## config.mk

```make
export PLATFORM = sky130hd
export DESIGN_NAME = sdram_burst_arbiter_flat
export DESIGN_NICKNAME = d
export VERILOG_FILES = /design/src/rtl/sdram_burst_arbiter_if.sv /design/src/rtl/sdram_burst_arbiter.sv /design/src/flat_wrapper.sv
export SDC_FILE = /design/constraint.sdc
export NUM_CORES = 1
export LEC_CHECK = 0
export BUFFER_PORTS_ARGS = -buffer_cell sky130_fd_sc_hd__buf_2
export CAP_MARGIN = 5
export CORE_MARGIN = 3
export CORE_UTILIZATION = 41
export DETAILED_ROUTE_END_ITERATION = 12
export PLACE_DENSITY = 0.73
export RECOVER_POWER = 25
export SYNTH_ARGS = -nofsm -noshare
export SYNTH_HDL_FRONTEND = slang
export SYNTH_SLANG_ARGS = --single-unit
export TNS_END_PERCENT = 10
```

## constraint.sdc

```tcl
create_clock -name CLK -period 3.35 [get_ports CLK]
set_input_delay 0.1675 -clock CLK [delete_from_list [all_inputs] [get_ports CLK]]
set_output_delay 0.1675 -clock CLK [all_outputs]
set_load 0.03 [all_outputs]
```

## src/rtl/sdram_burst_arbiter_if.sv

```systemverilog
// Bundle of requester-side and controller-side signals around the SDRAM burst arbiter.
// master = arbiter view, slave = requesters + SDRAM controller view.
interface sdram_burst_arbiter_if #(
  parameter int AddressWidth = 24,
  parameter int WordLength   = 16
);
  logic                    i_wr_req;
  logic [AddressWidth-1:0] i_wr_addr;
  logic [WordLength-1:0]   i_wr_data;
  logic                    o_wr_grant;
  logic                    o_wr_pop;
  logic                    o_wr_done;

  logic                    i_rd_req;
  logic [AddressWidth-1:0] i_rd_addr;
  logic                    o_rd_grant;
  logic                    o_rd_valid;
  logic [WordLength-1:0]   o_rd_data;
  logic                    o_rd_done;

  logic                    o_sdram_enable;
  logic                    o_sdram_rw;
  logic [AddressWidth-1:0] o_sdram_addr;
  logic [WordLength-1:0]   o_sdram_data;
  logic                    i_sdram_busy;
  logic                    i_sdram_valid_wr;
  logic                    i_sdram_valid_rd;
  logic [WordLength-1:0]   i_sdram_data;

  logic                    o_error;

  modport master (
    input  i_wr_req, i_wr_addr, i_wr_data, i_rd_req, i_rd_addr,
           i_sdram_busy, i_sdram_valid_wr, i_sdram_valid_rd, i_sdram_data,
    output o_wr_grant, o_wr_pop, o_wr_done, o_rd_grant, o_rd_valid, o_rd_data, o_rd_done,
           o_sdram_enable, o_sdram_rw, o_sdram_addr, o_sdram_data, o_error
  );

  modport slave (
    output i_wr_req, i_wr_addr, i_wr_data, i_rd_req, i_rd_addr,
           i_sdram_busy, i_sdram_valid_wr, i_sdram_valid_rd, i_sdram_data,
    input  o_wr_grant, o_wr_pop, o_wr_done, o_rd_grant, o_rd_valid, o_rd_data, o_rd_done,
           o_sdram_enable, o_sdram_rw, o_sdram_addr, o_sdram_data, o_error
  );
endinterface

```

## src/rtl/sdram_burst_arbiter.sv

```systemverilog
// Grants whole SDRAM bursts to the camera write path or the compressor read path.
// Writes win by default; a starvation counter forces a read after StarveLimit write grants.
module sdram_burst_arbiter #(
  parameter int AddressWidth  = 24,
  parameter int WordLength    = 16,
  parameter int BurstLength   = 8,
  parameter int StarveLimit   = 4,
  parameter int TimeoutCycles = 1024
) (
  input logic CLK,
  input logic RST,
  sdram_burst_arbiter_if.master bus
);
  localparam int BW = $clog2(BurstLength);
  localparam int TW = $clog2(TimeoutCycles + 1);
  localparam int SW = $clog2(StarveLimit + 1);

  typedef enum logic [2:0] {IDLE, WR_ISSUE, WR_DATA, RD_ISSUE, RD_DATA} state_t;

  state_t                  state, state_n;
  logic [BW-1:0]           beat;
  logic [TW-1:0]           to_cnt;
  logic [SW-1:0]           starve;
  logic [AddressWidth-1:0] addr_q;
  logic [WordLength-1:0]   rd_data_q;
  logic                    wr_done_q, rd_valid_q, rd_done_q, error_q;
  logic                    grant_wr, grant_rd, wr_beat, rd_beat, last_beat, timed_out, abort;

  // The write done pulse lands in IDLE; holding off grants then keeps done -> idle -> grant spacing.
  always_comb begin
    grant_wr = 1'b0;
    grant_rd = 1'b0;
    if (state == IDLE && !RST && !bus.i_sdram_busy && !wr_done_q) begin
      if (bus.i_wr_req && (!bus.i_rd_req || starve != SW'(StarveLimit))) grant_wr = 1'b1;
      else if (bus.i_rd_req)                                              grant_rd = 1'b1;
    end
  end

  assign wr_beat   = (state == WR_DATA) && bus.i_sdram_valid_wr;
  assign rd_beat   = (state == RD_DATA) && bus.i_sdram_valid_rd && !rd_done_q;
  assign last_beat = (beat == BW'(BurstLength - 1));
  assign timed_out = (to_cnt == TW'(TimeoutCycles));
  assign abort     = timed_out && (((state == WR_DATA) && !wr_beat) ||
                                   ((state == RD_DATA) && !rd_beat && !rd_done_q));

  always_comb begin
    state_n = state;
    case (state)
      IDLE:     if (grant_wr) state_n = WR_ISSUE;
                else if (grant_rd) state_n = RD_ISSUE;
      WR_ISSUE: if (!bus.i_sdram_busy) state_n = WR_DATA;
      WR_DATA:  if ((wr_beat && last_beat) || abort) state_n = IDLE;
      RD_ISSUE: if (!bus.i_sdram_busy) state_n = RD_DATA;
      RD_DATA:  if (rd_done_q || abort) state_n = IDLE;
      default:  state_n = IDLE;
    endcase
  end

  always_ff @(posedge CLK) begin
    if (RST) begin
      state      <= IDLE;
      beat       <= '0;
      to_cnt     <= '0;
      starve     <= '0;
      addr_q     <= '0;
      rd_data_q  <= '0;
      wr_done_q  <= 1'b0;
      rd_valid_q <= 1'b0;
      rd_done_q  <= 1'b0;
      error_q    <= 1'b0;
    end else begin
      state      <= state_n;
      wr_done_q  <= wr_beat && last_beat;
      rd_valid_q <= rd_beat;
      rd_done_q  <= rd_beat && last_beat;
      if (rd_beat) rd_data_q <= bus.i_sdram_data;

      if (grant_wr)      addr_q <= bus.i_wr_addr;
      else if (grant_rd) addr_q <= bus.i_rd_addr;

      if (grant_rd)
        starve <= '0;
      else if (grant_wr && bus.i_rd_req && starve != SW'(StarveLimit))
        starve <= starve + 1'b1;

      if (state == IDLE)           beat <= '0;
      else if (wr_beat || rd_beat) beat <= beat + 1'b1;

      // Watchdog restarts on issue and on every beat; it parks at the limit until the next issue.
      if (state == WR_ISSUE || state == RD_ISSUE || wr_beat || rd_beat)
        to_cnt <= '0;
      else if ((state == WR_DATA || state == RD_DATA) && !timed_out)
        to_cnt <= to_cnt + 1'b1;

      if (abort) error_q <= 1'b1;
    end
  end

  assign bus.o_wr_grant     = grant_wr;
  assign bus.o_rd_grant     = grant_rd;
  assign bus.o_wr_pop       = wr_beat && !RST;
  assign bus.o_wr_done      = wr_done_q;
  assign bus.o_rd_valid     = rd_valid_q;
  assign bus.o_rd_data      = rd_data_q;
  assign bus.o_rd_done      = rd_done_q;
  assign bus.o_sdram_enable = (state == WR_ISSUE || state == RD_ISSUE) && !bus.i_sdram_busy && !RST;
  assign bus.o_sdram_rw     = (state == RD_ISSUE) && !RST;
  assign bus.o_sdram_addr   = addr_q;
  assign bus.o_sdram_data   = (state == WR_DATA && !RST) ? bus.i_wr_data : '0;
  assign bus.o_error        = error_q;
endmodule

```

## src/flat_wrapper.sv

```systemverilog
// flat-port wrapper written by rule: the top's interface ports become plain ports
module sdram_burst_arbiter_flat 
#(
  parameter int AddressWidth  = 24,
  parameter int WordLength    = 16,
  parameter int BurstLength   = 8,
  parameter int StarveLimit   = 4,
  parameter int TimeoutCycles = 1024
)
  (CLK, RST, bus_i_wr_req, bus_i_wr_addr, bus_i_wr_data, bus_i_rd_req, bus_i_rd_addr, bus_i_sdram_busy, bus_i_sdram_valid_wr, bus_i_sdram_valid_rd, bus_i_sdram_data, bus_o_wr_grant, bus_o_wr_pop, bus_o_wr_done, bus_o_rd_grant, bus_o_rd_valid, bus_o_rd_data, bus_o_rd_done, bus_o_sdram_enable, bus_o_sdram_rw, bus_o_sdram_addr, bus_o_sdram_data, bus_o_error);
  sdram_burst_arbiter_if #(.AddressWidth(AddressWidth), .WordLength(WordLength)) bus_i ();
  input logic CLK;
  input logic RST;
  input wire logic [$bits(bus_i.i_wr_req)-1:0] bus_i_wr_req;
  input wire logic [$bits(bus_i.i_wr_addr)-1:0] bus_i_wr_addr;
  input wire logic [$bits(bus_i.i_wr_data)-1:0] bus_i_wr_data;
  input wire logic [$bits(bus_i.i_rd_req)-1:0] bus_i_rd_req;
  input wire logic [$bits(bus_i.i_rd_addr)-1:0] bus_i_rd_addr;
  input wire logic [$bits(bus_i.i_sdram_busy)-1:0] bus_i_sdram_busy;
  input wire logic [$bits(bus_i.i_sdram_valid_wr)-1:0] bus_i_sdram_valid_wr;
  input wire logic [$bits(bus_i.i_sdram_valid_rd)-1:0] bus_i_sdram_valid_rd;
  input wire logic [$bits(bus_i.i_sdram_data)-1:0] bus_i_sdram_data;
  output wire logic [$bits(bus_i.o_wr_grant)-1:0] bus_o_wr_grant;
  output wire logic [$bits(bus_i.o_wr_pop)-1:0] bus_o_wr_pop;
  output wire logic [$bits(bus_i.o_wr_done)-1:0] bus_o_wr_done;
  output wire logic [$bits(bus_i.o_rd_grant)-1:0] bus_o_rd_grant;
  output wire logic [$bits(bus_i.o_rd_valid)-1:0] bus_o_rd_valid;
  output wire logic [$bits(bus_i.o_rd_data)-1:0] bus_o_rd_data;
  output wire logic [$bits(bus_i.o_rd_done)-1:0] bus_o_rd_done;
  output wire logic [$bits(bus_i.o_sdram_enable)-1:0] bus_o_sdram_enable;
  output wire logic [$bits(bus_i.o_sdram_rw)-1:0] bus_o_sdram_rw;
  output wire logic [$bits(bus_i.o_sdram_addr)-1:0] bus_o_sdram_addr;
  output wire logic [$bits(bus_i.o_sdram_data)-1:0] bus_o_sdram_data;
  output wire logic [$bits(bus_i.o_error)-1:0] bus_o_error;
  assign bus_i.i_wr_req = bus_i_wr_req;
  assign bus_i.i_wr_addr = bus_i_wr_addr;
  assign bus_i.i_wr_data = bus_i_wr_data;
  assign bus_i.i_rd_req = bus_i_rd_req;
  assign bus_i.i_rd_addr = bus_i_rd_addr;
  assign bus_i.i_sdram_busy = bus_i_sdram_busy;
  assign bus_i.i_sdram_valid_wr = bus_i_sdram_valid_wr;
  assign bus_i.i_sdram_valid_rd = bus_i_sdram_valid_rd;
  assign bus_i.i_sdram_data = bus_i_sdram_data;
  assign bus_o_wr_grant = bus_i.o_wr_grant;
  assign bus_o_wr_pop = bus_i.o_wr_pop;
  assign bus_o_wr_done = bus_i.o_wr_done;
  assign bus_o_rd_grant = bus_i.o_rd_grant;
  assign bus_o_rd_valid = bus_i.o_rd_valid;
  assign bus_o_rd_data = bus_i.o_rd_data;
  assign bus_o_rd_done = bus_i.o_rd_done;
  assign bus_o_sdram_enable = bus_i.o_sdram_enable;
  assign bus_o_sdram_rw = bus_i.o_sdram_rw;
  assign bus_o_sdram_addr = bus_i.o_sdram_addr;
  assign bus_o_sdram_data = bus_i.o_sdram_data;
  assign bus_o_error = bus_i.o_error;
  sdram_burst_arbiter #(.AddressWidth(AddressWidth), .WordLength(WordLength), .BurstLength(BurstLength), .StarveLimit(StarveLimit), .TimeoutCycles(TimeoutCycles)) u_core (.CLK(CLK), .RST(RST), .bus(bus_i));
endmodule
```

# Word-level counts from Yosys, hierarchy flattened
# Cells that the tools add are included.
# op_classes
reduce_logical	44
addsub	3
n_mux	15
n_eq_ne	12
# ops
op	count
24-bit two-way mux	2
1-bit logical AND	21
3-bit two-way mux	6
16-bit two-way mux	1
3-bit case mux with 5 select lines	1
11-bit by 1-bit adder with 11-bit output, second input constant	1
11-bit equality test, second input constant	1
1-bit logical OR	9
1-bit zero test	8
3-bit by 1-bit adder with 3-bit output, second input constant	2
3-bit by 2-bit equality test with 1-bit output, second input constant	2
3-bit equality test, second input constant	2
2-bit != test, second input constant	3
2-bit OR reduction	3
1-bit two-way mux	5
5-bit AND reduction	1
3-bit by 1-bit equality test with 1-bit output, second input constant	1
3-bit zero test	1
3-bit by 2-bit != test with 1-bit output, second input constant	1
3-bit != test, second input constant	1
2-bit by 1-bit != test with 1-bit output, second input constant	1
2-bit nonzero test	1
# totals
input_bits	87
out_inout_bits	65
reg_bits	64

# Logic depth before layout (Yosys ltp)
# depth
word_depth	11
ltp_mapped	8
depth_no_buf	6

# Worst setup path before layout
# Ideal clock, no wire load.
# synth_timing
path_kind	register to output
startpoint	reg u_core.state[0]
endpoint	out bus_o_sdram_enable
setup_slack_ns	1.535
required_time_ns	3.182
arrival_time_ns	1.648
path_buffers	1
stages_incl_launch_ff	4
path_cell_list	dfxtp_1 -> buf_2 -> inv_1 -> nor4_1
# synth_via
elab_chain_len	4
elab_cells_between_ends	5
cone_classes	2 x eq/ne; 3 x reduce/logical
# synth_rtl
item	line_no	source
start: declaration	sdram_burst_arbiter.sv:20	state_t state, state_n;
start signal: assignment	sdram_burst_arbiter.sv:72	state <= state_n;
3-bit by 1-bit equality test with 1-bit output or 3-bit by 2-bit equality test with 1-bit output (tied branches)	sdram_burst_arbiter.sv:106	assign bus.o_sdram_enable = (state == WR_ISSUE || state == RD_ISSUE) && !bus.i_sdram_busy && !RST;
1-bit logical OR (*)	sdram_burst_arbiter.sv:106	
1-bit logical AND (*) (2 in series)	sdram_burst_arbiter.sv:106	
end: declaration	flat_wrapper.sv:30	output wire logic [$bits(bus_i.o_sdram_enable)-1:0] bus_o_sdram_enable;
# Every way passes the cells marked *; elsewhere a longest branch is shown, timed or not.

# Worst setup path after layout
# layout_timing
startpoint	reg u_core.state[1]
endpoint	out bus_o_sdram_data[13]
# layout_via
elab_chain_len	3
# layout_rtl
item	line_no	source
3-bit by 2-bit equality test with 1-bit output	sdram_burst_arbiter.sv:109	assign bus.o_sdram_data = (state == WR_DATA && !RST) ? bus.i_wr_data : '0;
1-bit logical AND	sdram_burst_arbiter.sv:109	
16-bit two-way mux	sdram_burst_arbiter.sv:109	
end: declaration	flat_wrapper.sv:33	output wire logic [$bits(bus_i.o_sdram_data)-1:0] bus_o_sdram_data;
# No other way between the ends.

==> summary.txt <==
Timing
  • Unrepaired setup endpoints after global routing: false
  • Final setup vio count: 0
  • Hold Vio Cnt, Final: 0
  • Period utilisation layout: 0.685
  • Final slew viol count: 0
  • Final worst path period need: 2.29 ns
  • Worst Max-Slew Pin Slew: 0.958 ns
  • Worst slew margin: 0.361
  • Skew final: between 0.01 and 0.015 ns
  • Fmax: 436 MHz
  • Sum Neg Setup Slack: 0 ns

Global route
  • Total GRT Usage: 0.178
  • Vias in the first global route: 2706
  • Initial antenna violation count: 0
  • First-pass GRT wire length: between 10000 and 15000 um
  • Largest net degree at the start of global routing: 55
  • Overflow after GRT: 0

Route
  • DRC: 0
  • Drt total wl: 7390 um
  • Total number of vias: 2864
  • Iter 0 DRT Violations: 78
  • Post-route ant nets: 0
  • Drt via density: 4.90
  • Wire length per cell: about 13 um
  • Drt first pass iters: 4

Synthesis
  • Register bit total from synthesis: 64
  • Cell with the most instances after synthesis: dfxtp_1
  • Syn Nets: 435
  • Synth cell types: 47
  • Ys flop type: dfxtp_1
  • Synthesized area: approximately 3000 um2
  • Post-synthesis async set-or-reset flop share: 0
  • Leading area contributor after synthesis: dfxtp_1
  • Top cells by area, synth: dfxtp_1 (42%), mux2i_1 (8.9%), a211oi_1 (5.9%)
  • Yosys top cell area share: 0.423
  • Ys Warns: 0
  • Number of synthesized flops with an enable pin: 0
  • Gate Count Post-Synth: 342
  • Seq/Total Area, Yosys: 0.423
  • Commonest cells post-synth: dfxtp_1 (64), nand2_1 (40), nor2_1 (38)
  • Avg Synthesized Cell Area: 8.86 um2

Floorplanning
  • Die X: 92.0 um
  • Total die area: 8460 um2
  • Die height: roughly 92 um
  • # rows: 30
  • Core area: approximately 7000 um2
  • Effective utilization at floorplan: 0.434
  • Top Ports: 152

Min path
  • Hold path cells: 3
  • Hold Crit Class: in -> reg
  • Hold Path Sink: u_core.bus.o_rd_data[7]
  • Hold path startpoint: bus_i_sdram_data[7]

Clock network
  • Post-CTS setup buffers: 0
  • CTS Hold Bufs: 0
  • CTS tree: done
  • CTS sink count: 64
  • Resized Gates After CTS: 0
  • Clk pin slew, worst setup/hold paths: 0.07 ns
  • CTS max path bufs: 2
  • Clk root buf: clkbuf_8
  • Htree depth: 3
  • Clock buffer count from CTS: 9
  • Clock latency on the worst-skew pair: ~0.33 ns

Cells and area
  • Seq. cell area: 1280 um2
  • Core Util, Final: 0.571
  • Fraction of layout cells with a size suffix above 1: 0.301
  • Layout Nets: 576
  • Multi-input gate area in the final layout: 1590 um2
  • Diodes inserted: 0
  • Area growth syn-to-layout: 31.7%
  • Fill cell count: 701

Critical path
  • Slowest stage delay, CP: 0.63 ns
  • Data required time of the worst path: between 3 and 4 ns
  • Arr. time, crit path: 2.13 ns
  • Worst R2R Path Depth: 4
  • Crit end category: output port
  • Reg2reg start: u_core.state[0]
  • CP Cell Sequence: nand2_1 -> nor3_2 -> and2_1 -> buf_2
  • Worst Path Max Fanout: 18
  • CP Class: reg -> out
  • Crit path max-delay cell type: dfxtp_1
  • Startpoint types: register
  • FF-to-FF End: u_core.to_cnt[8]
  • Setup slack, reg-to-reg: 1.18 ns

Pwr
  • Max IR drop VDD: between 0.15 and 0.2 mV
  • Pwr per Cell Area: roughly 440 nW/um2
  • Pleak: 1.84 nW

Placement
  • Final HPWL DP: 5640 um
  • Placer congestion estimate: around 0.8
  • Port Buffer Count: 151

Outcome
  • Status: completed

Run
  • Number of max-cap violations: 0
-- kinds of logic after synthesis --
family,count (synthesis),share of synthesized area
simple gates,140,0.239
flops,64,0.423
compound gates,63,0.144
buf+inv,32,0.0512
mux,27,0.0892
xor+xnor,10,0.0289
fa+ha+maj,6,0.0248
-- how the worst max path moves through the flow --
stage	startpoint	endpoint	cells past startpoint
after floorplan	u_core.state[0]	bus_o_sdram_enable	3
after global placement	RST	u_core.bus.o_sdram_addr[21]	6
after detailed placement	u_core.state[0]	u_core.to_cnt[8]	4
after CTS	u_core.state[1]	bus_o_sdram_data[9]	4
after global routing	u_core.state[1]	bus_o_sdram_data[9]	4
final	u_core.state[1]	bus_o_sdram_data[13]	4
-- critical path, delay by kind of cell, from the launching register on --
family / cells / cell delay, ns
AND/OR/NAND/NOR: 3 / 0.97
flip-flops: 1 / 0.63
buffers and inverters: 1 / 0.20
-- area by class of cell --
class                      count  area share
tap                           96      0.0301
multi-input combinational    246       0.399
clock inverter                 6      0.0232
timing repair buffer         153       0.183
inverter                       9     0.00847
clock buffer                  10      0.0345
sequential                    64       0.321
-- placed cells by master, fill, tap and decap left out, types with 3 or more instances in the layout --
cell type    n
buf_2      119
dfxtp_1     64
nand2_1     40
nor2_1      38
clkbuf_1    32
mux2i_1     27
a21oi_1     24
a211oi_1    24
and2_1      18
clkbuf_8    10
inv_1        8
nand3_1      7
nor3_1       7
and3_1       6
ha_1         6
xor2_1       5
xnor2_1      5
nand4_1      4
nor3_2       3
-- through the flow --
stage                     hold WS, ns  std cells  setup slack (ns)  total power [mW]  area, um2
after detailed placement        0.417        568              1.17              1.06       3800
final                          0.0698        584              1.06              1.77       3990
after CTS                      0.0545        584              1.05              1.80       4030
after global placement          0.413        568              1.24              1.05       3800
after floorplan                 0.265        342              1.53             0.969       3030
after global routing           0.0475        584             0.781              1.86       3990
-- report_power, final --
part / leakage (nW) / total, mW / internal (mW) / switching [mW]
registers: 0.519 / 0.802 / 0.784 / 0.0180
clock network: 0.109 / 0.740 / 0.441 / 0.299
logic: 1.22 / 0.233 / 0.0922 / 0.141
-- routing by layer --
layer | vias up | share of wire | track usage | routed length (um)
li1 | 1483 | - | - | -
met1 | 1264 | 0.44 | 0.220 | 3260
met2 | 107 | 0.47 | 0.289 | 3480
met3 | 10 | 0.074 | 0.0476 | 547
met4 | 0 | 0.014 | 0.0792 | 102
met5 | - | 0 | 0 | 0
-- state kept, by name, indices dropped and copies added (netlist names) --
| name | cells |
|---|---|
| u_core.beat | 3 |
| u_core.bus.o_error | 1 |
| u_core.bus.o_rd_data | 16 |
| u_core.bus.o_rd_done | 1 |
| u_core.bus.o_rd_valid | 1 |
| u_core.bus.o_sdram_addr | 24 |
| u_core.bus.o_wr_done | 1 |
| u_core.starve | 3 |
| u_core.state | 3 |
| u_core.to_cnt | 11 |
Power figures use the tool's default switching activity.
